File: src/rtl/stream_to_frame_buf.sv
// Pixel-stream to block-RAM frame writer with optional ping-pong buffering.
// Capture stalls in WAIT_BUF while the target buffer is still owned by the consumer.
module stream_to_frame_buf #(
   parameter int D          = 16,
   parameter int N          = 17,
   parameter int IMG_W      = 128,
   parameter int IMG_H      = 128,
   parameter int ROW_STRIDE = 128,
   parameter int BASE_ADDR  = 0,
   parameter int BUF_SIZE   = 16384,
   parameter int PINGPONG   = 1
) (
   input  logic         clk,
   input  logic         reset,
   input  logic         start,
   input  logic         continuous,
   input  logic         pipe_read_ack,
   input  logic [D-1:0] pipe_read_data,
   output logic         pipe_read_req,
   output logic         ena,
   output logic         wea,
   output logic [N-1:0] addr,
   output logic [D-1:0] data,
   output logic         frame_done,
   output logic         done_buf,
   output logic [1:0]   buf_full,
   input  logic         buf_release,
   input  logic         buf_release_idx,
   output logic         busy
);

   localparam int XW = (IMG_W > 1) ? $clog2(IMG_W) : 1;
   localparam int YW = (IMG_H > 1) ? $clog2(IMG_H) : 1;
   localparam logic [N-1:0] BASE0  = N'(BASE_ADDR);
   localparam logic [N-1:0] BASE1  = N'(BASE_ADDR + BUF_SIZE);
   localparam logic [N-1:0] STRIDE = N'(ROW_STRIDE);

   typedef enum logic [2:0] {
      S_IDLE,
      S_CHECK,
      S_WAIT_BUF,
      S_WRITE,
      S_DONE
   } state_t;

   state_t         r_state;
   state_t         w_nextState;
   logic [XW-1:0]  r_x;
   logic [YW-1:0]  r_y;
   logic [N-1:0]   r_rowAddr;
   logic           r_wrBuf;
   logic [1:0]     r_bufFull;
   logic [1:0]     w_bufFullNext;
   logic           r_doneBuf;
   logic           r_ena;
   logic           r_wea;
   logic [N-1:0]   r_addr;
   logic [D-1:0]   r_data;
   logic           w_xfer;
   logic           w_lastX;
   logic           w_lastY;
   logic           w_lastPix;
   logic [N-1:0]   w_bufBase;
   logic [N-1:0]   w_pixAddr;

   assign w_xfer    = (r_state == S_WRITE) && pipe_read_ack;
   assign w_lastX   = (r_x == XW'(IMG_W - 1));
   assign w_lastY   = (r_y == YW'(IMG_H - 1));
   assign w_lastPix = w_xfer && w_lastX && w_lastY;
   assign w_bufBase = r_wrBuf ? BASE1 : BASE0;
   // Row base is accumulated rather than multiplied; the sum wraps at N bits.
   assign w_pixAddr = w_bufBase + r_rowAddr + N'(r_x);

   always_ff @(posedge clk) begin
      if (reset) begin
         r_state <= S_IDLE;
      end else begin
         r_state <= w_nextState;
      end
   end

   always_comb begin
      w_nextState = r_state;
      case (r_state)
         S_IDLE:     if (start || continuous) w_nextState = S_CHECK;
         S_CHECK:    w_nextState = r_bufFull[r_wrBuf] ? S_WAIT_BUF : S_WRITE;
         S_WAIT_BUF: if (!r_bufFull[r_wrBuf]) w_nextState = S_WRITE;
         S_WRITE:    if (w_lastPix) w_nextState = S_DONE;
         S_DONE:     w_nextState = continuous ? S_CHECK : S_IDLE;
         default:    w_nextState = S_IDLE;
      endcase
   end

   always_ff @(posedge clk) begin
      if (reset || (r_state != S_WRITE)) begin
         r_x       <= '0;
         r_y       <= '0;
         r_rowAddr <= '0;
      end else if (w_xfer) begin
         if (w_lastX) begin
            r_x <= '0;
            if (w_lastY) begin
               r_y       <= '0;
               r_rowAddr <= '0;
            end else begin
               r_y       <= r_y + 1'b1;
               r_rowAddr <= r_rowAddr + STRIDE;
            end
         end else begin
            r_x <= r_x + 1'b1;
         end
      end
   end

   always_ff @(posedge clk) begin
      if (reset) begin
         r_ena  <= 1'b0;
         r_wea  <= 1'b0;
         r_addr <= '0;
         r_data <= '0;
      end else begin
         r_ena <= w_xfer;
         r_wea <= w_xfer;
         if (w_xfer) begin
            r_addr <= w_pixAddr;
            r_data <= pipe_read_data;
         end
      end
   end

   // Completion is applied after release so a same-cycle collision leaves the buffer full.
   always_comb begin
      w_bufFullNext = r_bufFull;
      if (buf_release && ((PINGPONG != 0) || !buf_release_idx)) begin
         w_bufFullNext[buf_release_idx] = 1'b0;
      end
      if (w_lastPix) begin
         w_bufFullNext[r_wrBuf] = 1'b1;
      end
   end

   always_ff @(posedge clk) begin
      if (reset) begin
         r_bufFull <= 2'b00;
         r_doneBuf <= 1'b0;
         r_wrBuf   <= 1'b0;
      end else begin
         r_bufFull <= w_bufFullNext;
         if (w_lastPix) begin
            r_doneBuf <= r_wrBuf;
         end
         if ((r_state == S_DONE) && (PINGPONG != 0)) begin
            r_wrBuf <= ~r_wrBuf;
         end
      end
   end

   assign pipe_read_req = (r_state == S_WRITE);
   assign frame_done    = (r_state == S_DONE);
   assign busy          = (r_state != S_IDLE);
   assign ena           = r_ena;
   assign wea           = r_wea;
   assign addr          = r_addr;
   assign data          = r_data;
   assign done_buf      = r_doneBuf;
   assign buf_full      = r_bufFull;

endmodule
File: config.mk
export PLATFORM = sky130hd
export DESIGN_NAME = stream_to_frame_buf
export DESIGN_NICKNAME = d
export VERILOG_FILES = /design/src/rtl/stream_to_frame_buf.sv
export SDC_FILE = /design/constraint.sdc
export NUM_CORES = 1
export LEC_CHECK = 0
export CORE_UTILIZATION = 49
export CTS_BUF_LIST = sky130_fd_sc_hd__clkbuf_8 sky130_fd_sc_hd__clkbuf_16
export DETAILED_ROUTE_END_ITERATION = 12
export PLACE_DENSITY = 0.79
export SETUP_SLACK_MARGIN = 0.5
export SYNTH_ARGS = -nofsm -noshare
export SYNTH_HDL_FRONTEND = slang
export SYNTH_SLANG_ARGS = --single-unit
File: constraint.sdc
create_clock -name clk -period 2.1 [get_ports clk]
set_clock_uncertainty 0.2 [all_clocks]
set_input_delay 0.315 -clock clk [delete_from_list [all_inputs] [get_ports clk]]
set_output_delay 0.315 -clock clk [all_outputs]
set_load 0.05 [all_outputs]
==> flow_metrics.py <==
metrics = {
    "worst_setup_path": {
        "crit_path_top_delay_cell": "or4_1",
        "cp_cell_sequence": "and4_4, nand4_1, or4_1, a21oi_1",
        "cp-end-kind": "flop",
        "crit_type": "reg2reg",
        "critical_path_arrival_ns": 1.94,
        "crit_buf_inv": 0,
        "cp.required_ns": 2.15,
        "startpoint_type": "flop",
        "cp.depth": 4,
        "crit_family": "simple AND/OR/NAND/NOR gates",
        "path_max_fanout": 5,
        "slowest_delay_ns": 0.54,
        "r2r_cells": 4,
    },
    "run_status": {
        "status": "finished, final reports clean",
    },
    "sta": {
        "worstMarginPinSlew_ns": 0.353,
        "hold_viol": 0,
        "drv_slew": 0,
        "max-slew-margin-rel_pct": 76.3,
        "fmax_mhz": 530,
        "period_minus_slack_ns": 1.89,
        "period_share_pct": 89.9,
        "setup_viol": 0,
        "rsz0062_at_grt": "true",
    },
    "global_routing": {
        "grt_pass1_wl_um": 13900,
        "gr-total-overflow": 0,
        "grt_pass1_vias": 2818,
        "grt_use_total_pct": 30.5,
        "grt_max_degree": 32,
        "antenna_found_initial": 0,
    },
    "detailed_routing": {
        "routed_wl_um": 9680,
        "ant_nets": 0,
        "drt_iter0_markers": 243,
        "vias": 2893,
        "drt-pass1-iter-count": 6,
        "drc": 0,
        "wl_per_cell_um": 19.3,
        "vias_per_cell": 5.76,
    },
    "placement": {
        "place_congestion": 0.850,
        "dpl.hpwl_um": 4670,
        "port_buffers": 63,
    },
    "clock_tree": {
        "cts_htree_levels": 3,
        "cts_hold_repair.buffers": 0,
        "clk_pin_slew_ns": 0.08,
        "cts_buffers": 9,
        "clockRootBuffer": "clkbuf_8",
        "clockBufferDepth": 2,
        "clkLatencyLatePin_ns": 0.35,
        "clock_sinks": 65,
        "cts_tree": "done",
    },
    "logic_synthesis": {
        "synth-seq-cells": 65,
        "synthFlopType": "dfxtp_1",
        "syn_inst": 319,
        "yosysUniqueCellTypes": 43,
        "synth-seq-area-share_pct": 47.4,
        "syn_avg_cell_area_sq_um": 8.61,
        "yosysWarningCount": 0,
        "synth_edf_count": 0,
        "synth_top_area_share_pct": 47.4,
        "synthArstFlopShare_pct": 0,
        "syn-cell-area_sq_mm": 0.00275,
        "synth_fp_nets": 346,
        "synth_top_cell_by_area": "dfxtp_1",
        "synth_top_cells_by_area": "dfxtp_1 47%, nand2_1 10%, a21oi_1 7.1%, xnor2_1 3.5%, nor2_1 2.6%",
    },
    "worst_hold_path": {
        "hold_path_depth": 2,
        "hp-class": "reg2reg",
    },
    "power_and_ir_drop": {
        "swShare_pct": 27.6,
        "finalPower_uw": 2870,
        "combinationalPowerShare_pct": 15.5,
        "p_leak_uw": 0.00163,
        "power_frac_clock_pct": 40.0,
        "power_density_mw_per_mm2": 634,
        "seq_power_share_pct": 44.5,
        "switching_power_uw": 793,
        "vdd_ir_drop_max_uv": 742,
        "power.internal_uw": 2080,
    },
    "die": {
        "coreArea_sq_mm": 0.00524,
        "die_w_um": 76.9,
        "fp-row-count": 26,
        "start_util_pct": 52.5,
        "ioPinCount": 64,
        "dieArea_sq_mm": 0.00591,
        "die_y_um": 76.9,
    },
    "cells_and_area": {
        "drive_above_1_share_pct": 43.8,
        "syn_to_final_growth_pct": 65.0,
        "fill_cells": 270,
        "final_common_cell": "nand2_1",
        "final_cell_mix": "73 x nand2_1, 51 x dfxtp_1, 36 x buf_4",
        "nNetsFinal": 454,
        "antenna_cells": 0,
        "postLayoutCoreUtil_pct": 86.6,
    },
    "flow_run": {
        "max_cap_violations": 0,
    },
}
registers in the layout (all words and copies together), names as in the netlist:
signal     flops
done_buf       1
r_state        3
r_y            7
buf_full       2
data          16
addr          17
r_wrBuf        1
r_rowAddr     10
r_x            7
wea            1
what timing repair did:
item                       4_1_cts  5_1_grt
setup endpoints to repair      104       83
buffers inserted                24       12
cloned                           1        0
pin swaps                       22       16
resized for setup              173       60
routing by layer:
metal | GRT usage (%) | vias up | wire, um
met1 | 34.5 | 1368 | 3760
met4 | 18.5 | 0 | 442
met2 | 52.7 | 165 | 4790
li1 | - | 1317 | -
met5 | 0 | - | 0
met3 | 6.07 | 43 | 690
per-stage QoR:
step                cells  hold slack, ns  setup TNS, ns  cell area [sq um]  setup WS, ns
floorplan             319           0.240              0               2860         0.394
global placement      449           0.241         -0.124               3610       -0.0563
detailed placement    449           0.248         -0.502               3610       -0.0906
CTS                   490           0.258              0               4340         0.323
global route          502           0.278              0               4530         0.176
finish                502           0.256              0               4530         0.213
worst min-delay path: cells and delay by family (launching register included):
| kind | cells | cell delay (ns) |
|---|---|---|
| simple gates | 1 | 0.05 |
| flops | 1 | 0.31 |
| compound gates | 1 | 0.05 |
cell type report:
class                      instances  area [sq um]  area share (%)
multi-input combinational        228          1680            37.1
clock inverter                     4          50.0            1.10
inverter                           5          18.8           0.414
timing repair buffer             118          1190            26.3
clock buffer                      12           165            3.64
tap                               70          87.6            1.93
sequential                        65          1340            29.5
logic make-up (layout without fill, tap and decap cells):
logic type | Yosys count | in the layout | share of synthesized area, %
buf+inv | 26 | 139 | 5.01
mux | 6 | 6 | 2.19
compound gates | 52 | 52 | 10.7
simple gates | 150 | 150 | 27.8
fa+ha+maj | 4 | 4 | 1.82
xor+xnor | 16 | 16 | 5.10
flops | 65 | 65 | 47.4
final timing paths:
path | slack (ns) | start | to
max | 0.21 | r_rowAddr[11] | r_rowAddr[16]
min | 0.26 | addr[0] | addr[0]
max reg2reg | 0.21 | r_rowAddr[11] | r_rowAddr[16]
min reg2reg | 0.26 | addr[0] | addr[0]
synthesized netlist by cell type, types with 2 or more instances:
library cell and n:
buf_4 2, nand3_1 9, nor2_1 19, nor4_1 7, xor2_1 5, nor4_4 2, nor3_1 8, mux2i_1 6
nand2_1 75, and4_1 2, a211oi_1 3, nand4_1 9, xnor2_1 11, buf_2 3, buf_1 2, o21ai_0 3
clkbuf_1 10, ha_1 4, o31ai_1 3, and3_1 3, or3_1 4, a21oi_1 39, inv_1 5, dfxtp_1 65
clkbuf_8 2
power groups by stage:
stage	Sequential (uW)	Clock (uW)	Combinational (uW)
after detailed placement	1310	0	330
after CTS	1280	1130	403
after global routing	1280	1220	466
final	1280	1150	445
after global placement	1310	0	326
after floorplan	1360	0	159
(Power assumes the default switching activity.)
